===== src/rtl/regfile_wr_arbiter_if.sv =====
// Bundle between the writeback requesters, decode and the register-file write port.
// The arbiter takes the slave view. Requesters, decode and the bench take the master view.
interface regfile_wr_arbiter_if #(
  parameter int DBITS = 32
);
  logic             aValid;
  logic [3:0]       aRd;
  logic [DBITS-1:0] aData;
  logic             aReady;
  logic             bValid;
  logic [3:0]       bRd;
  logic [DBITS-1:0] bData;
  logic             bReady;
  logic             claimEn;
  logic [3:0]       claimRd;
  logic [3:0]       rs1;
  logic [3:0]       rs2;
  logic             useRs1;
  logic             useRs2;
  logic             hazard;
  logic             wrtEn;
  logic [3:0]       wrtRd;
  logic [DBITS-1:0] wrtData;
  logic [15:0]      busy;

  modport master (
    output aValid, aRd, aData, bValid, bRd, bData,
    output claimEn, claimRd, rs1, rs2, useRs1, useRs2,
    input  aReady, bReady, hazard, wrtEn, wrtRd, wrtData, busy
  );

  modport slave (
    input  aValid, aRd, aData, bValid, bRd, bData,
    input  claimEn, claimRd, rs1, rs2, useRs1, useRs2,
    output aReady, bReady, hazard, wrtEn, wrtRd, wrtData, busy
  );
endinterface


===== src/rtl/regfile_wr_arbiter.sv =====
// Round-robin arbiter for two writeback sources onto the single register-file write port.
// It also holds the pending-write scoreboard that decode uses for RAW stalls.
module regfile_wr_arbiter #(
  parameter int DBITS = 32
) (
  input  logic                  clk,
  input  logic                  reset_n,
  regfile_wr_arbiter_if.slave   bus
);

  logic             rr_ptr_q, rr_ptr_d;
  logic             wrt_en_q, wrt_en_d;
  logic [3:0]       wrt_rd_q, wrt_rd_d;
  logic [DBITS-1:0] wrt_data_q, wrt_data_d;
  logic [15:0]      busy_q, busy_d;
  logic             grant_a, grant_b;

  // Grants depend only on the valids and the pointer. Gating with reset_n keeps both readies low in reset.
  always_comb begin
    grant_a = reset_n & bus.aValid & (~bus.bValid | ~rr_ptr_q);
    grant_b = reset_n & bus.bValid & (~bus.aValid |  rr_ptr_q);
  end

  always_comb begin
    rr_ptr_d   = rr_ptr_q;
    wrt_en_d   = grant_a | grant_b;
    wrt_rd_d   = wrt_rd_q;
    wrt_data_d = wrt_data_q;
    if (grant_a) begin
      rr_ptr_d   = 1'b1;
      wrt_rd_d   = bus.aRd;
      wrt_data_d = bus.aData;
    end else if (grant_b) begin
      rr_ptr_d   = 1'b0;
      wrt_rd_d   = bus.bRd;
      wrt_data_d = bus.bData;
    end
  end

  // Clear first, then set, so a younger claim survives a same-cycle commit to the same register.
  always_comb begin
    busy_d = busy_q;
    if (wrt_en_q)
      busy_d[wrt_rd_q] = 1'b0;
    if (bus.claimEn)
      busy_d[bus.claimRd] = 1'b1;
  end

  always_ff @(posedge clk or negedge reset_n) begin
    if (!reset_n) begin
      rr_ptr_q   <= 1'b0;
      wrt_en_q   <= 1'b0;
      wrt_rd_q   <= 4'd0;
      wrt_data_q <= '0;
      busy_q     <= 16'h0000;
    end else begin
      rr_ptr_q   <= rr_ptr_d;
      wrt_en_q   <= wrt_en_d;
      wrt_rd_q   <= wrt_rd_d;
      wrt_data_q <= wrt_data_d;
      busy_q     <= busy_d;
    end
  end

  always_comb begin
    bus.aReady  = grant_a;
    bus.bReady  = grant_b;
    bus.wrtEn   = wrt_en_q;
    bus.wrtRd   = wrt_rd_q;
    bus.wrtData = wrt_data_q;
    bus.busy    = busy_q;
    bus.hazard  = (bus.useRs1 & busy_q[bus.rs1]) | (bus.useRs2 & busy_q[bus.rs2]);
  end

endmodule


===== src/flat_wrapper.sv =====
// flat-port wrapper written by rule: the top's interface ports become plain ports
module regfile_wr_arbiter_flat 
#(
  parameter int DBITS = 32
)
  (clk, reset_n, bus_aValid, bus_aRd, bus_aData, bus_bValid, bus_bRd, bus_bData, bus_claimEn, bus_claimRd, bus_rs1, bus_rs2, bus_useRs1, bus_useRs2, bus_aReady, bus_bReady, bus_hazard, bus_wrtEn, bus_wrtRd, bus_wrtData, bus_busy);
  regfile_wr_arbiter_if #(.DBITS(DBITS)) bus_i ();
  input  logic clk;
  input  logic reset_n;
  input wire logic [$bits(bus_i.aValid)-1:0] bus_aValid;
  input wire logic [$bits(bus_i.aRd)-1:0] bus_aRd;
  input wire logic [$bits(bus_i.aData)-1:0] bus_aData;
  input wire logic [$bits(bus_i.bValid)-1:0] bus_bValid;
  input wire logic [$bits(bus_i.bRd)-1:0] bus_bRd;
  input wire logic [$bits(bus_i.bData)-1:0] bus_bData;
  input wire logic [$bits(bus_i.claimEn)-1:0] bus_claimEn;
  input wire logic [$bits(bus_i.claimRd)-1:0] bus_claimRd;
  input wire logic [$bits(bus_i.rs1)-1:0] bus_rs1;
  input wire logic [$bits(bus_i.rs2)-1:0] bus_rs2;
  input wire logic [$bits(bus_i.useRs1)-1:0] bus_useRs1;
  input wire logic [$bits(bus_i.useRs2)-1:0] bus_useRs2;
  output wire logic [$bits(bus_i.aReady)-1:0] bus_aReady;
  output wire logic [$bits(bus_i.bReady)-1:0] bus_bReady;
  output wire logic [$bits(bus_i.hazard)-1:0] bus_hazard;
  output wire logic [$bits(bus_i.wrtEn)-1:0] bus_wrtEn;
  output wire logic [$bits(bus_i.wrtRd)-1:0] bus_wrtRd;
  output wire logic [$bits(bus_i.wrtData)-1:0] bus_wrtData;
  output wire logic [$bits(bus_i.busy)-1:0] bus_busy;
  assign bus_i.aValid = bus_aValid;
  assign bus_i.aRd = bus_aRd;
  assign bus_i.aData = bus_aData;
  assign bus_i.bValid = bus_bValid;
  assign bus_i.bRd = bus_bRd;
  assign bus_i.bData = bus_bData;
  assign bus_i.claimEn = bus_claimEn;
  assign bus_i.claimRd = bus_claimRd;
  assign bus_i.rs1 = bus_rs1;
  assign bus_i.rs2 = bus_rs2;
  assign bus_i.useRs1 = bus_useRs1;
  assign bus_i.useRs2 = bus_useRs2;
  assign bus_aReady = bus_i.aReady;
  assign bus_bReady = bus_i.bReady;
  assign bus_hazard = bus_i.hazard;
  assign bus_wrtEn = bus_i.wrtEn;
  assign bus_wrtRd = bus_i.wrtRd;
  assign bus_wrtData = bus_i.wrtData;
  assign bus_busy = bus_i.busy;
  regfile_wr_arbiter #(.DBITS(DBITS)) u_core (.clk(clk), .reset_n(reset_n), .bus(bus_i));
endmodule

===== config.mk =====
export PLATFORM = sky130hd
export DESIGN_NAME = regfile_wr_arbiter_flat
export DESIGN_NICKNAME = d
export VERILOG_FILES = /design/src/rtl/regfile_wr_arbiter_if.sv /design/src/rtl/regfile_wr_arbiter.sv /design/src/flat_wrapper.sv
export SDC_FILE = /design/constraint.sdc
export NUM_CORES = 1
export LEC_CHECK = 0
export CAP_MARGIN = 20
export CELL_PAD_IN_SITES_DETAIL_PLACEMENT = 1
export CELL_PAD_IN_SITES_GLOBAL_PLACEMENT = 2
export CORE_MARGIN = 2
export CORE_UTILIZATION = 25
export CTS_BUF_LIST = sky130_fd_sc_hd__clkbuf_4
export DETAILED_ROUTE_END_ITERATION = 8
export GPL_ROUTABILITY_DRIVEN = 0
export HOLD_SLACK_MARGIN = 0.12
export MAX_ROUTING_LAYER = met4
export PLACE_DENSITY_LB_ADDON = 0.12
export REMOVE_ABC_BUFFERS = 1
export SLEW_MARGIN = 20
export SYNTH_ARGS = -nofsm -noshare
export SYNTH_HDL_FRONTEND = slang
export SYNTH_SLANG_ARGS = --single-unit

===== constraint.sdc =====
create_clock -name clk -period 6.8 [get_ports clk]
set_clock_uncertainty 0.15 [all_clocks]
set_input_delay 2.04 -clock clk [delete_from_list [all_inputs] [get_ports clk]]
set_output_delay 2.04 -clock clk [all_outputs]
set_load 0.02 [all_outputs]

==> results of run 1 <==
==> metrics by stage <==
| step | hold WS, ns | total power [mW] |
|---|---|---|
| 2_1_floorplan | 0.330 | 0.638 |
| 3_3_place_gp | 0.310 | 0.884 |
| 3_5_place_dp | 0.322 | 0.893 |
| 4_1_cts | 0.356 | 1.03 |
| 5_1_grt | 0.378 | 1.08 |
| 6_report | 0.350 | 1.02 |
==> layer usage <==
layer	track usage [%]	wire [µm]	share of wire, %	vias up
li1	-	-	-	1203
met1	19.5	3880	45	1160
met2	24.1	3950	46	87
met3	5.33	699	8.1	5
met4	3.02	61	0.71	0
met5	-	0	0	-
==> final cells by class <==
type / count / area [µm²] / area share (%)
Inverter: 3 / 11.3 / 0.259
Sequential cell: 54 / 1350 / 31.0
Timing Repair Buffer: 149 / 1480 / 34.0
Multi-Input combinational cell: 184 / 1290 / 29.7
Clock inverter: 3 / 11.3 / 0.259
Clock buffer: 5 / 37.5 / 0.862
Tap cell: 136 / 170 / 3.91
==> registers in the layout (all words and copies together) (netlist names) <==
register and cells:
u_core.bus.busy 16, u_core.bus.wrtData 32, u_core.bus.wrtEn 1, u_core.bus.wrtRd 4, u_core.rr_ptr_q 1
==> final timing paths <==
kind,from,to,slack (ns),cells after the start
min in group asynchronous,reset_n,u_core.rr_ptr_q$_DFFE_PN0P_,1.34,1
hold / removal,u_core.bus.wrtData[24]$_DFFE_PN0P_,u_core.bus.wrtData[24]$_DFFE_PN0P_,0.35,2
max in group asynchronous,reset_n,u_core.bus.wrtData[4]$_DFFE_PN0P_,4.22,2
hold reg to reg,u_core.bus.wrtData[24]$_DFFE_PN0P_,u_core.bus.wrtData[24]$_DFFE_PN0P_,0.35,2
setup reg to reg,u_core.rr_ptr_q$_DFFE_PN0P_,u_core.bus.wrtData[31]$_DFFE_PN0P_,5.03,5
setup / recovery,bus_rs1[1],bus_hazard,0.36,6
==> Yosys cell counts <==
cell type  instances  area share (%)
a31oi_1            1            0.23
nand2b_1           6             1.4
o21ai_0           67              12
or3b_2             1            0.32
nand3b_1           6             1.7
mux2_2             4             1.7
inv_1              3            0.42
o31ai_1            1            0.28
dfrtp_1           54              50
nand4_1            1            0.23
o21ai_1            1            0.19
a21oi_1            2            0.37
or2_2              2            0.46
clkbuf_1           7            0.97
buf_4              4             1.1
nand2_1           41             5.7
nor2_1             1            0.14
nand3_1            6             1.1
mux2i_1           36              13
mux4_1             8             7.8
==> worst max-delay path, cell delays in order <==
cell and delay (ns):
clkdlybuf4s50_1 0.60, mux4_1 0.59, mux2_2 0.28, nand3b_1 0.08, nand4_1 0.10, clkdlybuf4s50_1 0.54
==> power by group through the flow <==
stage | sequential, mW | clock [mW] | combinational, mW
floorplan | 0.514 | 0 | 0.124
global placement | 0.453 | 0 | 0.431
detailed placement | 0.457 | 0 | 0.436
CTS | 0.450 | 0.146 | 0.438
global route | 0.460 | 0.158 | 0.466
finish | 0.448 | 0.139 | 0.430
==> kinds of logic (layout without fill, tap and decap cells) <==
group,after synthesis,after routing,synth area share [%]
multiplexers,48,48,22.8
AND/OR/NAND/NOR,64,64,11.0
buffers and inverters,14,160,2.51
flip-flops,54,54,50.1
AO/OA/AOI/OAI,72,72,13.5
==> key figures, run 1 <==
Outcome
  • Status: complete, no violations

Clocking
  • Latest clock arrival within the worst-skew pair: around 0.37 ns
  • CTS H-tree depth: 2
  • Clock slew at reported path FFs: about 0.15 ns
  • Clk buf depth: 2
  • Clock root buffer: clkbuf_4
  • CTS tree: done
  • Post-CTS Hold Fix Bufs: 0
  • Post-cts repair resize count: 0
  • Clock sink total: 54
  • Inserted Clock Buffers: 5
  • Postcts setup bufs: 0

Timing
  • Fin crit share: between 90% and 100%
  • Final slew viol count: 0
  • Max Clk Rate: about 160 MHz
  • Final setup viols: 0
  • Minimum clock period: 6.44 ns
  • RSZ-0062 raised after global routing: no
  • Final hold viol count: 0
  • Worst Slack Setup Final: 0.364 ns
  • Measured slew at the worst slew-check pin: between 0.6 and 0.7 ns
  • Setup TNS: 0 ns
  • Slew HR: a little over half

Finish
  • Fillers: 1209
  • Layout overhead on the synthesized area: 61.5%
  • Final Non-Filler Cells: between 500 and 600
  • Commonest non-fill, non-tap cells in the layout: 145 x clkdlybuf4s50_1, 67 x o21ai_0, 54 x dfrtp_1
  • Antenna cells: 0
  • Util after Layout: 41.8%
  • Post-route design area: around 0.0044 mm²
  • Share of layout cells above drive strength 1: under 10%
  • Nets: approximately 490
  • Most common cell after layout, fill and taps aside: clkdlybuf4s50_1

Floorplanning
  • Row Count: 37
  • Die area: 0.0116 mm²
  • Die height: 108 µm
  • # IOs: 147
  • Initial Utilization: approximately a quarter
  • Placeable Area: 0.0104 mm²
  • Die X: about 110 µm

Worst setup path
  • Data required, critical path: 4.61 ns
  • Critical Path Source Type: primary input
  • Critical path fanouts, max: 4
  • Worst setup path class: primary input to primary output
  • Critical path data arrival time: roughly 4.3 ns
  • Setup crit end kind: primary output

Min path
  • Min-Delay Path Class: flop to flop

Power
  • Switching Power: roughly 360 µW
  • Clock share of power: around 14%
  • Switching part of the total: approximately 36%
  • Power per cell area: approximately 230 mW/mm²
  • Leakage: 1.89 nW
  • Worst vdd ir: around 0.000093 V
  • Logic pwr share: a little over two fifths
  • Flop pwr share: around 44%
  • Internal: between 600 and 700 µW

Logic synthesis
  • Mapped Cells: 252
  • Syn_area_per_cell: around 11 µm²
  • Yosys reg bits: between 50 and 60
  • Post-Syn Area: 0.00270 mm²
  • Yosys warns: 0
  • Seq/Total Area, Yosys: about 50%
  • Post-synthesis cell type count: 20

Detailed routing
  • Via Count: between 2000 and 2500
  • Detailed Route WL: about 8.6 mm
  • Vias per Instance: 4.60
  • DRC: 0
  • Final antenna-violating net count: 0
  • Routed wire per std cell: between 15 and 20 µm
  • Pre-antenna DRT Iters: 4
  • DRT iter0 DRCs: 40

Global routing
  • Gr ovfl total: 0
  • First-pass GRT wire length: between 10 and 15 mm
  • Initial antenna violation count: 0
  • Largest net degree at the start of global routing: 74
  • GRT Resource Usage Total: 15.4%
  • Vias in the first global route: 2637

Placed design
  • Placed cell areas: between 0.004 and 0.005 mm²
  • Pre-CTS setup slack: roughly 0.36 ns
  • Hpwl dp: approximately 6.6 mm
  • Placed insts: between 500 and 600
  • PortBufs: roughly 150

Run
  • Max-cap violations: 0
Note: power is estimated with default switching activity, not from simulation.
==> run 2: changes to the inputs <==
CAP_MARGIN = 0   (was 20)
CORE_UTILIZATION = 23   (was 25)
clock period = 6.45 ns   (was 6.8 ns; I/O delays follow)
==> key figures, run 2 (synthesized netlist as in run 1, its figures left out) <==
Clocking
  • CTS H-tree depth: 2 (unchanged)
  • CTS tree: done
  • Post-CTS Hold Fix Bufs: 0 (unchanged)
  • Post-cts repair resize count: 0 (unchanged)
  • Inserted Clock Buffers: 5 (unchanged)
  • Postcts setup bufs: 0 (unchanged)
  • Clock sink total: 54 (unchanged)
  • Clock root buffer: clkbuf_4
  • Clk buf depth: 2 (unchanged)
  • Clock slew at reported path FFs: 0.14 ns (about the same)
  • Latest clock arrival within the worst-skew pair: 0.38 ns (about the same)

Power
  • Power Total: 1.07 mW (+5.2%)
  • Flop pwr share: 44.3% (+0.2 points)
  • Switching Power: 382 µW (+5.3%)
  • Internal: 688 µW (+5.2%)
  • Switching part of the total: 35.7% (about the same)
  • Worst vdd ir: 0.000112 V (+20%)
  • Clock share of power: 13.3% (-0.4 points)
  • Leakage: 1.88 nW (-0.17%)
  • Logic pwr share: 42.4% (about the same)
  • Power per cell area: 246 mW/mm² (+5.2%)

Timing
  • Minimum clock period: just over 6 ns
  • Slew HR: 49.0% (-5.0 points)
  • Setup TNS: 0 ns (unchanged)
  • Measured slew at the worst slew-check pin: 0.765 ns (+0.0743 ns)
  • Final setup viols: 0 (unchanged)
  • Final slew viol count: 0 (unchanged)
  • Fin crit share: between 90% and 100%
  • Final hold viol count: 0 (unchanged)
  • Max Clk Rate: between 150 and 200 MHz
  • RSZ-0062 raised after global routing: no

Detailed routing
  • Via Count: 2453 (-0.081%)
  • Vias per Instance: 4.55 (-1.0%)
  • Pre-antenna DRT Iters: 4 (unchanged)
  • Metal2 WL: 4.10 mm (+4.0%)
  • Final antenna-violating net count: 0 (unchanged)
  • DRT iter0 DRCs: 66 (+65%)
  • Detailed Route WL: 8.85 mm (+3.0%)
  • DR top layer: met4
  • DRC: 0 (unchanged)
  • Met1 WL: 3.78 mm (-2.7%)
  • Routed wire per std cell: 16.4 µm (+2.0%)
  • Met3 WL: 879 µm (+26%)

Finish
  • Nets: 488 (unchanged)
  • Most common cell after layout, fill and taps aside: clkdlybuf4s50_1
  • Layout overhead on the synthesized area: 61.5% (about the same)
  • Area of the multi-input gates: 0.00129 mm² (unchanged)
  • Fillers: 1334 (+10%)
  • Commonest non-fill, non-tap cells in the layout: 145 x clkdlybuf4s50_1, 67 x o21ai_0, 54 x dfrtp_1
  • Share of layout cells above drive strength 1: 4.55% (+0.023 points)
  • Reg area: 0.00135 mm² (unchanged)
  • Antenna cells: 0 (unchanged)
  • Max FFs per register: 32 (unchanged)

Global routing
  • Initial antenna violation count: 0 (unchanged)
  • Largest net degree at the start of global routing: 67 (-9.5%)
  • Vias in the first global route: 2718 (+3.1%)
  • First-pass GRT wire length: 14.2 mm (+4.4%)
  • GRT Resource Usage Total: 14.7% (-0.71 points)
  • Gr ovfl total: 0 (unchanged)

Floorplanning
  • Initial Utilization: 23.6% (-2.3 points)
  • Placeable Area: 0.0114 mm² (+9.6%)
  • Die height: 112 µm (+4.1%)
  • Row Count: 39 (+5.4%)
  • # IOs: 147 (unchanged)
  • Die area: 0.0126 mm² (+8.4%)
  • Die X: 112 µm (+4.1%)

Worst setup path
  • R2R depth: 5 (unchanged)
  • Worst reg-to-reg setup slack: 4.70 ns (-0.33 ns)
  • Data required, critical path: 4.37 ns (-0.24 ns)
  • CP Capture Point: bus_hazard
  • Critical path fanouts, max: 4 (unchanged)
  • Critical register-to-register path startpoint: u_core.rr_ptr_q$_DFFE_PN0P_
  • R2r endpoint: u_core.bus.wrtData[20]$_DFFE_PN0P_
  • Setup crit end kind: primary output
  • Critical Path Source Type: primary input
  • Crit path from: bus_rs1[1]
  • Critical path data arrival time: 4.10 ns (-0.15 ns)
  • Worst setup path class: primary input to primary output

Placed design
  • Hpwl dp: 6.93 mm (+4.6%)
  • PortBufs: 146 (unchanged)

Min path
  • Min-Delay Path Class: flop to flop

Outcome
  • Status: complete, no violations

Run
  • Max-cap violations: 0 (unchanged)
==> run 2: cell count changes in the layout (fill, tap and decap cells not counted) <==
cell | previous run | this run
clkinv_1 | 3 | 1
==> run 2: routing by layer <==
layer  vias up  GRT usage, %
met3         8          5.83
li1       1193             -
met1      1154          17.0
met4         0          3.17
met2        98          24.4
met5         -             -
==> run 2: through the flow <==
stage / hold slack, ns / std cells / util (%) / setup slack [ns] / area [µm²]
CTS: 0.356 / 539 / 38.1 / 0.269 / 4360
detailed placement: 0.325 / 533 / 37.8 / 0.271 / 4310
global placement: 0.311 / 533 / 37.8 / 0.330 / 4310
global route: 0.359 / 539 / 38.1 / 0.195 / 4360
floorplan: 0.330 / 241 / - / 0.611 / 2640
finish: 0.344 / 539 / 38.1 / 0.267 / 4360
==> run 2: power by group through the flow <==
stage | clock, mW | sequential [mW] | combinational [mW]
2_1_floorplan | 0 | 0.542 | 0.131
3_3_place_gp | 0 | 0.480 | 0.457
3_5_place_dp | 0 | 0.483 | 0.461
4_1_cts | 0.156 | 0.477 | 0.462
5_1_grt | 0.167 | 0.486 | 0.491
6_report | 0.142 | 0.474 | 0.454
==> run 2: cell type report <==
type,count,share of cell area [%]
Tap cell,143,4.11
Clock inverter,1,0.0862
Multi-Input combinational cell,184,29.7
Timing Repair Buffer,149,34.0
Clock buffer,5,0.862
Inverter,3,0.259
Sequential cell,54,31.0
==> run 2: worst min-delay path by stage <==
stage	slack [ns]	end	cells past startpoint	from
after floorplan	0.33	u_core.rr_ptr_q$_DFFE_PN0P_	1	u_core.rr_ptr_q$_DFFE_PN0P_
after global placement	0.31	u_core.bus.wrtData[21]$_DFFE_PN0P_	2	u_core.bus.wrtData[21]$_DFFE_PN0P_
after detailed placement	0.32	u_core.bus.wrtData[3]$_DFFE_PN0P_	2	u_core.bus.wrtData[3]$_DFFE_PN0P_
after CTS	0.36	u_core.bus.wrtData[6]$_DFFE_PN0P_	2	u_core.bus.wrtData[6]$_DFFE_PN0P_
after global routing	0.36	u_core.bus.wrtData[6]$_DFFE_PN0P_	2	u_core.bus.wrtData[6]$_DFFE_PN0P_
final	0.34	u_core.bus.wrtData[6]$_DFFE_PN0P_	2	u_core.bus.wrtData[6]$_DFFE_PN0P_
==> run 2: worst max-delay path, stage by stage <==
cell and delay [ns]:
clkdlybuf4s50_1 0.58, mux4_1 0.58, mux2_2 0.27, nand3_1 0.09, nand4_1 0.10, clkdlybuf4s50_1 0.54
